===== config.mk =====
export PLATFORM = sky130hd
export DESIGN_NAME = aes_job_scheduler
export DESIGN_NICKNAME = d
export VERILOG_FILES = /design/src/rtl/aes_sched_pkg.sv /design/src/rtl/aes_rr_arb.sv /design/src/rtl/aes_job_scheduler.sv
export SDC_FILE = /design/constraint.sdc
export NUM_CORES = 1
export LEC_CHECK = 0
export ABC_AREA = 1
export CAP_MARGIN = 30
export CORE_AREA = 2 2 362 364
export CTS_BUF_LIST = sky130_fd_sc_hd__clkbuf_8
export CTS_CLUSTER_DIAMETER = 150
export DETAILED_ROUTE_END_ITERATION = 6
export DIE_AREA = 0 0 364 366
export PLACE_DENSITY = 0.4
export SLEW_MARGIN = 20
export SYNTH_ARGS = -nofsm -noshare
export SYNTH_HDL_FRONTEND = slang
export SYNTH_SLANG_ARGS = --single-unit

===== constraint.sdc =====
create_clock -name clk_i -period 2.3 [get_ports clk_i]
set_input_delay 0.46 -clock clk_i [delete_from_list [all_inputs] [get_ports clk_i]]
set_output_delay 0.46 -clock clk_i [all_outputs]
set_load 0.03 [all_outputs]

===== src/rtl/aes_sched_pkg.sv =====
// Shared types and constants for the AES job scheduler and its round-robin arbiter.
package aes_sched_pkg;

    localparam int unsigned STATE_W = 3;

    typedef enum logic [STATE_W-1:0] {
        S_IDLE,
        S_LOAD,
        S_START,
        S_WAIT,
        S_RESP
    } state_e;

    typedef logic [127:0] blk_t;
    typedef logic [1:0]   ksel_t;

    localparam int unsigned NUM_REQ_DEF = 4;
    localparam int unsigned PTR_W       = $clog2(NUM_REQ_DEF);

    // Pointer width for an arbitrary requester count; never narrower than one bit.
    function automatic int unsigned ptr_w(input int unsigned n);
        return (n < 2) ? 1 : $clog2(n);
    endfunction

endpackage


===== src/rtl/aes_rr_arb.sv =====
// Combinational round-robin pick: first asserted request at or after the pointer.
module aes_rr_arb
    import aes_sched_pkg::*;
#(
    parameter int unsigned NUM_REQ = 4,
    parameter int unsigned IDX_W   = ptr_w(NUM_REQ)
) (
    input  logic [NUM_REQ-1:0] req,
    input  logic [IDX_W-1:0]   ptr,
    output logic [NUM_REQ-1:0] gnt,
    output logic [IDX_W-1:0]   idx,
    output logic               found
);

    logic [IDX_W-1:0] cand;

    always_comb begin
        gnt   = '0;
        idx   = '0;
        found = 1'b0;
        cand  = '0;
        for (int unsigned i = 0; i < NUM_REQ; i++) begin
            cand = IDX_W'((32'(ptr) + i) % NUM_REQ);
            if (!found && req[cand]) begin
                found = 1'b1;
                idx   = cand;
            end
        end
        if (found) begin
            gnt[idx] = 1'b1;
        end
    end

endmodule


===== src/rtl/aes_job_scheduler.sv =====
// Shares one AES-192 engine between NUM_REQ requesters with round-robin arbitration.
// Optional watchdog on the engine wait is built when AES_SCHED_TIMEOUT_EN is defined.
module aes_job_scheduler
    import aes_sched_pkg::*;
#(
    parameter int unsigned NUM_REQ     = 4,
    parameter int unsigned SETTLE_CYC  = 2,
    parameter int unsigned TIMEOUT_CYC = 1024
) (
    input  logic                   clk_i,
    input  logic                   rst_ni,
    input  logic [NUM_REQ-1:0]     req_valid_i,
    output logic [NUM_REQ-1:0]     req_ready_o,
    input  logic [NUM_REQ*128-1:0] req_pt_i,
    input  logic [NUM_REQ*2-1:0]   req_key_sel_i,
    input  logic                   req_lock_i,
    output logic [NUM_REQ-1:0]     rsp_valid_o,
    input  logic [NUM_REQ-1:0]     rsp_ready_i,
    output logic [127:0]           rsp_ct_o,
    output logic                   rsp_err_o,
    output logic                   aes_start_o,
    output logic [127:0]           aes_pt_o,
    output logic [1:0]             aes_key_sel_o,
    input  logic [127:0]           aes_ct_i,
    input  logic                   aes_ct_valid_i,
    output logic                   busy_o
);

    localparam int unsigned IDX_W = ptr_w(NUM_REQ);
    localparam int unsigned SET_W = (SETTLE_CYC < 1) ? 1 : $clog2(SETTLE_CYC + 1);

    state_e               state;
    logic [IDX_W-1:0]     rr_ptr;
    logic [IDX_W-1:0]     gnt_idx;
    logic [SET_W-1:0]     settle_cnt;
    logic                 settle_done;
    logic [NUM_REQ-1:0]   arb_gnt;
    logic [IDX_W-1:0]     arb_idx;
    logic                 arb_found;
    logic                 grant;
    logic                 capture;
    logic                 timeout_hit;
    logic [NUM_REQ-1:0]   gnt_onehot;
    blk_t                 pt_sel;
    ksel_t                ks_sel;

    aes_rr_arb #(
        .NUM_REQ (NUM_REQ),
        .IDX_W   (IDX_W)
    ) u_arb (
        .req   (req_valid_i),
        .ptr   (rr_ptr),
        .gnt   (arb_gnt),
        .idx   (arb_idx),
        .found (arb_found)
    );

    // Accept is combinational so the job is taken in the very cycle the arbiter picks it.
    assign grant       = (state == S_IDLE) && !req_lock_i && arb_found;
    assign req_ready_o = grant ? arb_gnt : '0;
    assign busy_o      = (state != S_IDLE);
    assign pt_sel      = req_pt_i[32'(arb_idx)*128 +: 128];
    assign ks_sel      = req_key_sel_i[32'(arb_idx)*2 +: 2];
    assign gnt_onehot  = NUM_REQ'(1) << gnt_idx;
    assign settle_done = (32'(settle_cnt) >= SETTLE_CYC);
    assign capture     = (state == S_WAIT) && settle_done && aes_ct_valid_i;

`ifdef AES_SCHED_TIMEOUT_EN
    localparam int unsigned WD_W = $clog2(TIMEOUT_CYC + 1);

    logic [WD_W-1:0] wd_cnt;
    logic            err_q;

    assign timeout_hit = (state == S_WAIT) && !capture && (32'(wd_cnt) >= TIMEOUT_CYC - 1);
    assign rsp_err_o   = err_q;

    always_ff @(posedge clk_i or negedge rst_ni) begin
        if (!rst_ni) begin
            wd_cnt <= '0;
        end else if (state == S_START) begin
            wd_cnt <= '0;
        end else if (state == S_WAIT && !timeout_hit) begin
            wd_cnt <= wd_cnt + WD_W'(1);
        end
    end

    always_ff @(posedge clk_i or negedge rst_ni) begin
        if (!rst_ni) begin
            err_q <= 1'b0;
        end else if (grant || capture) begin
            err_q <= 1'b0;
        end else if (timeout_hit) begin
            err_q <= 1'b1;
        end
    end
`else
    assign timeout_hit = 1'b0;
    assign rsp_err_o   = 1'b0;
`endif

    always_ff @(posedge clk_i or negedge rst_ni) begin
        if (!rst_ni) begin
            state         <= S_IDLE;
            rr_ptr        <= '0;
            gnt_idx       <= '0;
            settle_cnt    <= '0;
            aes_start_o   <= 1'b0;
            aes_pt_o      <= '0;
            aes_key_sel_o <= '0;
            rsp_valid_o   <= '0;
            rsp_ct_o      <= '0;
        end else begin
            unique case (state)
                S_IDLE: begin
                    if (grant) begin
                        gnt_idx       <= arb_idx;
                        aes_pt_o      <= pt_sel;
                        aes_key_sel_o <= ks_sel;
                        state         <= S_LOAD;
                    end
                end
                S_LOAD: begin
                    aes_start_o <= 1'b1;
                    settle_cnt  <= '0;
                    state       <= S_START;
                end
                S_START: begin
                    aes_start_o <= 1'b0;
                    settle_cnt  <= '0;
                    state       <= S_WAIT;
                end
                S_WAIT: begin
                    if (capture) begin
                        rsp_ct_o    <= aes_ct_i;
                        rsp_valid_o <= gnt_onehot;
                        state       <= S_RESP;
                    end else if (timeout_hit) begin
                        rsp_ct_o    <= '0;
                        rsp_valid_o <= gnt_onehot;
                        state       <= S_RESP;
                    end else if (!settle_done) begin
                        settle_cnt <= settle_cnt + SET_W'(1);
                    end
                end
                S_RESP: begin
                    if (rsp_ready_i[gnt_idx]) begin
                        rsp_valid_o <= '0;
                        rr_ptr      <= IDX_W'((32'(gnt_idx) + 1) % NUM_REQ);
                        state       <= S_IDLE;
                    end
                end
                default: state <= S_IDLE;
            endcase
        end
    end

endmodule


# After elaboration in Yosys (flattened, before gate mapping)
# Cells that the tools add are included.
[op_classes] addsub=5 mul=0 div=0 n_lt_le_gt_ge=8 eq_ne=9 n_shift=3 n_mux=33 bitwise=0 reduce_logical=24
[ops] operator="variable part select 512 x 10 -> 128 bit" n=1
[ops] operator="< comparator 2 x 3 -> 1 bit, second input constant" n=6
[ops] operator="two-way mux 4 bit" n=4
[ops] operator="one-hot mux 3 bit (5 select lines)" n=1
[ops] operator="two-way mux 2 bit" n=6
[ops] operator="binary-select mux 1 bit (select 2 bit)" n=5
[ops] operator="two-way mux 1 bit" n=10
[ops] operator="!= test 2 bit, second input constant" n=5
[ops] operator="two-way mux 3 bit" n=3
[ops] operator="AND reduction 3 bit" n=3
[ops] operator="logical AND 1 bit" n=8
[ops] operator="one-hot mux 4 bit (2 select lines)" n=1
[ops] operator="variable part select 8 x 4 -> 2 bit" n=1
[ops] operator="adder 2 x 1 -> 2 bit, second input constant" n=3
[ops] operator="equality test 3 x 2 -> 1 bit, second input constant" n=2
[ops] operator="AND reduction 2 bit" n=3
[ops] operator="nonzero test 2 bit" n=3
[ops] operator="adder 2 bit, second input constant" n=2
[ops] operator="logical NOT 1 bit" n=4
[ops] operator="one-hot mux 2 bit (2 select lines)" n=1
[ops] operator="<< shifter 1 x 2 -> 4 bit, first input constant" n=1
[ops] operator="equality test 3 x 1 -> 1 bit, second input constant" n=1
[ops] operator="equality test 3 bit, second input constant" n=1
[ops] operator="logical NOT 3 bit" n=1
[ops] operator="other kinds (6)" n=6
[word_totals] register_bits=272 latchBits=0 mem_bits_rw=0 mem_bits_ro=0 output_inout_bits=269 n_memories=0

# Depth between registers and ports, before layout
[depth] ltp_word=18 mapped_depth=16 mapped_depth_nobuf=14

# By module
# From an unflattened synthesis, not the netlist that was laid out.
[unflattened] cells_unflattened=2136 area_unflattened_um2=14846.7
[by_module_without_submodules] module="aes_job_scheduler" instances=1 cells_each=2069 area_per_inst_um2=14515.2
[by_module_without_submodules] module="aes_rr_arb" instances=1 cells_each=67 area_per_inst_um2=331.6

# Worst setup path before layout
# No wires, ideal clock.
[synth_timing] kind="register -> output" start="reg rr_ptr[0]" end="out req_ready_o[0]" t_arrival_ns=2.201 path_slack_ns=-0.361 stages_incl_launch_ff=13 n_path_buf=3 cell_sequence="dfrtp_1 > buf_4 > nand2_1 > nand3_2 > nand2_2 > nor2_1 > nor2_2 > nand2_4 > nand2_4 > buf_6 > buf_2 > inv_2 > nor3_1"
[synth_between] elab_chain_cells=18 word_cells_on_any_way=33 cone_classes="add/sub (3); order compare (2); mux (20); reduce/logical (8)"
[synth_lines] item="start: declaration" line="aes_job_scheduler.sv:33" source="logic [IDX_W-1:0] rr_ptr;"
[synth_lines] item="start signal: assignment" line="aes_job_scheduler.sv:148" source="rr_ptr <= IDX_W'((32'(gnt_idx) + 1) % NUM_REQ);"
[synth_lines] item="branches (longest 17 deep; another with < comparator 2 x 3 -> 1 bit)"
[synth_lines] item="two-way mux 4 bit (*)" line="aes_job_scheduler.sv:60" source="assign req_ready_o = grant ? arb_gnt : '0;"
[synth_lines] item="end: declaration" line="aes_job_scheduler.sv:13" source="output logic [NUM_REQ-1:0] req_ready_o,"
# Mark *: on every way between the ends. The select of a mux whose other input is x is not followed.

# Worst setup path in the final report
# Same ends and word-level chain as after synthesis.

==> impl_metrics.yaml <==
outcome:
  status: "finished, violations left"
  violations: "setup timing"
pwr:
  power_leakage_uw: 0.0177
  peakVddDrop_uv: 660
  power_density_nw_per_um2: 1760
sta:
  timing.hold.ws_ps: 333
  clock_skew_ps: 56.6
  hold_viol: 0
  worstMarginPinSlew_ps: 612
  fin_crit_sh: 1.29
  slew_violations: 0
  setup_slack_ps: -674
  slew_headroom: 0.592
  setup_violations: 134
  period_needed_ps: 2970
  fmax_mhz: 336
  rsz0062_at_grt: "yes"
  setup_tns_ps: -58670
layout:
  fin_nets: 4281
  syn2layout_area_growth_pct: 98.5
  drive_gt1_frac: 0.204
  fin_util: 0.263
yosys:
  synth-seq-area-share: 0.398
  synth_nets: 3175
  yosys_warnings: 0
  synth_top_area_frac: 0.398
  synthCells: 2510
  yosysTopAreaCell: "dfrtp_1"
  syn_area_um2: 17100
  ys_types: 26
  synth.avg_cell_area_um2: 6.81
  synth.ff_latch_count: 272
  yosys-top-cells-area: "dfrtp_1 (40%), nand2_1 (18%), nand3_1 (16%)"
flow_run:
  maxCapViolCount: 0
global_routing:
  grt_pass1_vias: 21317
  grt.total_usage: 0.160
  grt_max_degree: 56
  grt_pass1_wl_mm: 154
  grt-ovfl-total: 0
  antenna_found_initial: 24
floorplanning:
  core_area_um2: 129000
  dieHeight_um: 366
  die_x_um: 364
  io_pins: 929
  die-area_um2: 133000
  start_util: 0.133
  rows: 132
routing:
  vias: 20132
  routed_wl_mm: 109
  ant_nets: 0
  drcViolationCount: 0
  drtIter0Drc: 815
  viasPerCell: 3.72
  drt-pass1-iter-count: 4
  wl_per_cell_um: 20.2
place:
  hpwl_mm: 83.5
  place.port_buffers: 927
  place.gp.congestion: 0.868
critical_path:
  cp.required_ps: 1840
  reg2reg_from: "rr_ptr[0]$_DFFE_PN0P_"
  critPathSlowestCell: "dfrtp_2"
  worstReg2RegEnd: "aes_pt_o[58]$_DFFE_PN0P_"
  path_class: "flop to output port"
  crit_fanout: 6
  critical_path.cell_chain: "buf_6 > nand2_2 > nand3_2 > nand2_4 > nor2_4 > buf_4 > nand3_2 > nand3_4 > buf_12 > buf_8 > nor3_4 > buf_12"
  worst_r2r_path_depth: 24
  cp.arrival_ps: 2510
  max_stage_delay_ps: 460
  cp-start-kind: "flop"
  crit_buf_inv: 5
  crit_family: "buffers and inverters"
  r2r_slack_ps: -610
  critPathCaptureType: "output port"
clock_tree:
  cts_buffer_depth: 3
  root_buffer: "clkbuf_8"
  cts_tree: "done"
  cts_made_buffers: 58
  clk_latency_ps: 730
  h-tree-depth: 2
  clk_pin_slew_ps: 60
  clock-sinks: 272
hold_path:
  hold_class: "input port to async pin"
## cell usage in the layout (no fill, tap or decap), types with 75 or more instances in the layout
| cell | synthesis | routed |
|---|---|---|
| buf_4 | 4 | 129 |
| clkbuf_8 | 0 | 75 |
| clkdlybuf4s50_1 | 0 | 690 |
| dfrtp_1 | 272 | 270 |
| dlygate4sd2_1 | 0 | 227 |
| inv_1 | 534 | 546 |
| mux2_2 | 128 | 128 |
| nand2_1 | 835 | 707 |
| nand2_2 | 1 | 104 |
| nand3_1 | 537 | 445 |
| nand3_2 | 4 | 76 |
## routing by layer
| layer | global-route usage | share of wire | vias up |
|---|---|---|---|
| met5 | 0 | 0.00091 | - |
| met4 | 0.0341 | 0.016 | 20 |
| li1 | - | - | 9860 |
| met3 | 0.0405 | 0.069 | 114 |
| met1 | 0.182 | 0.40 | 9465 |
| met2 | 0.295 | 0.52 | 673 |
## cells by family (layout without fill, tap and decap cells)
kind of cell / after synthesis / after routing / synth area share
AO/OA/AOI/OAI: 10 / 10 / 0.00315
adder cells (fa/ha/maj): 5 / 5 / 0.00366
buffers and inverters: 695 / 1842 / 0.160
flip-flops: 272 / 272 / 0.398
multiplexers: 128 / 128 / 0.0843
other: 1 / 9 / 0.000219
AND/OR/NAND/NOR: 1399 / 1399 / 0.351
## state kept, by name, summed over array words and instances, names as in the netlist
name and count:
aes_start_o 1, rsp_ct_o 128, rsp_valid_o 4, rr_ptr 2, aes_pt_o 128, state 3
aes_key_sel_o 2, settle_cnt 2, gnt_idx 2
## stage by stage
stage	power (µW)	instances	instance area, µm²	setup slack (ps)
after global routing	64200	5407	34000	-879
final	59800	5407	34000	-674
after detailed placement	44400	5206	30000	-571
after floorplan	26500	2510	17200	0.945
after global placement	44400	5206	30000	-599
after CTS	60300	5390	33700	-828
## repair_timing
action	CTS	global route
setup endpoints to repair	363	140
cloned	34	0
buffers inserted	51	9
pin swaps	117	57
gates resized for setup	573	50
endpoints found under the hold margin	30	0
hold buffers	1	0
## worst max path at each step
stage	start	slack [ps]	depth (start not counted)	endpoint
global route	rr_ptr[0]$_DFFE_PN0P_	-880	10	req_ready_o[0]
CTS	rr_ptr[0]$_DFFE_PN0P_	-830	9	req_ready_o[0]
global placement	req_valid_i[3]	-600	10	req_ready_o[0]
detailed placement	req_valid_i[3]	-570	16	aes_pt_o[42]$_DFFE_PN0P_
floorplan	rr_ptr[0]$_DFFE_PN0P_	0.9	12	req_ready_o[2]
finish	rr_ptr[0]$_DFFE_PN0P_	-670	12	req_ready_o[0]
## cells in the mapped netlist, drive strengths merged
cell type and count:
a21oi 3, nand2 839, nand3 541, inv 538
o21ai 7, buf 113, dfrtp 272, conb 1
clkbuf 44, ha 5, nand4 2, nor2 13
mux2 128, nand3b 2, nor3 2
## cell type report
cell class / instances / area (µm²)
fill: 14255 / 95000
timing repair buffer: 1203 / 12900
multi-input combinational: 1543 / 8710
sequential: 272 / 6810
tap: 1742 / 2180
inverter: 538 / 2030
clock buffer: 75 / 1030
clock inverter: 26 / 245
antenna: 8 / 20.0
## report_power, final
| group | total (µW) | switching [µW] | internal (µW) |
|---|---|---|---|
| clock | 5940 | 2570 | 3370 |
| combinational | 45600 | 25300 | 20300 |
| sequential | 8280 | 1240 | 7040 |
| total | 59800 | 29100 | 30700 |
Note: power is estimated with default switching activity, not from simulation.
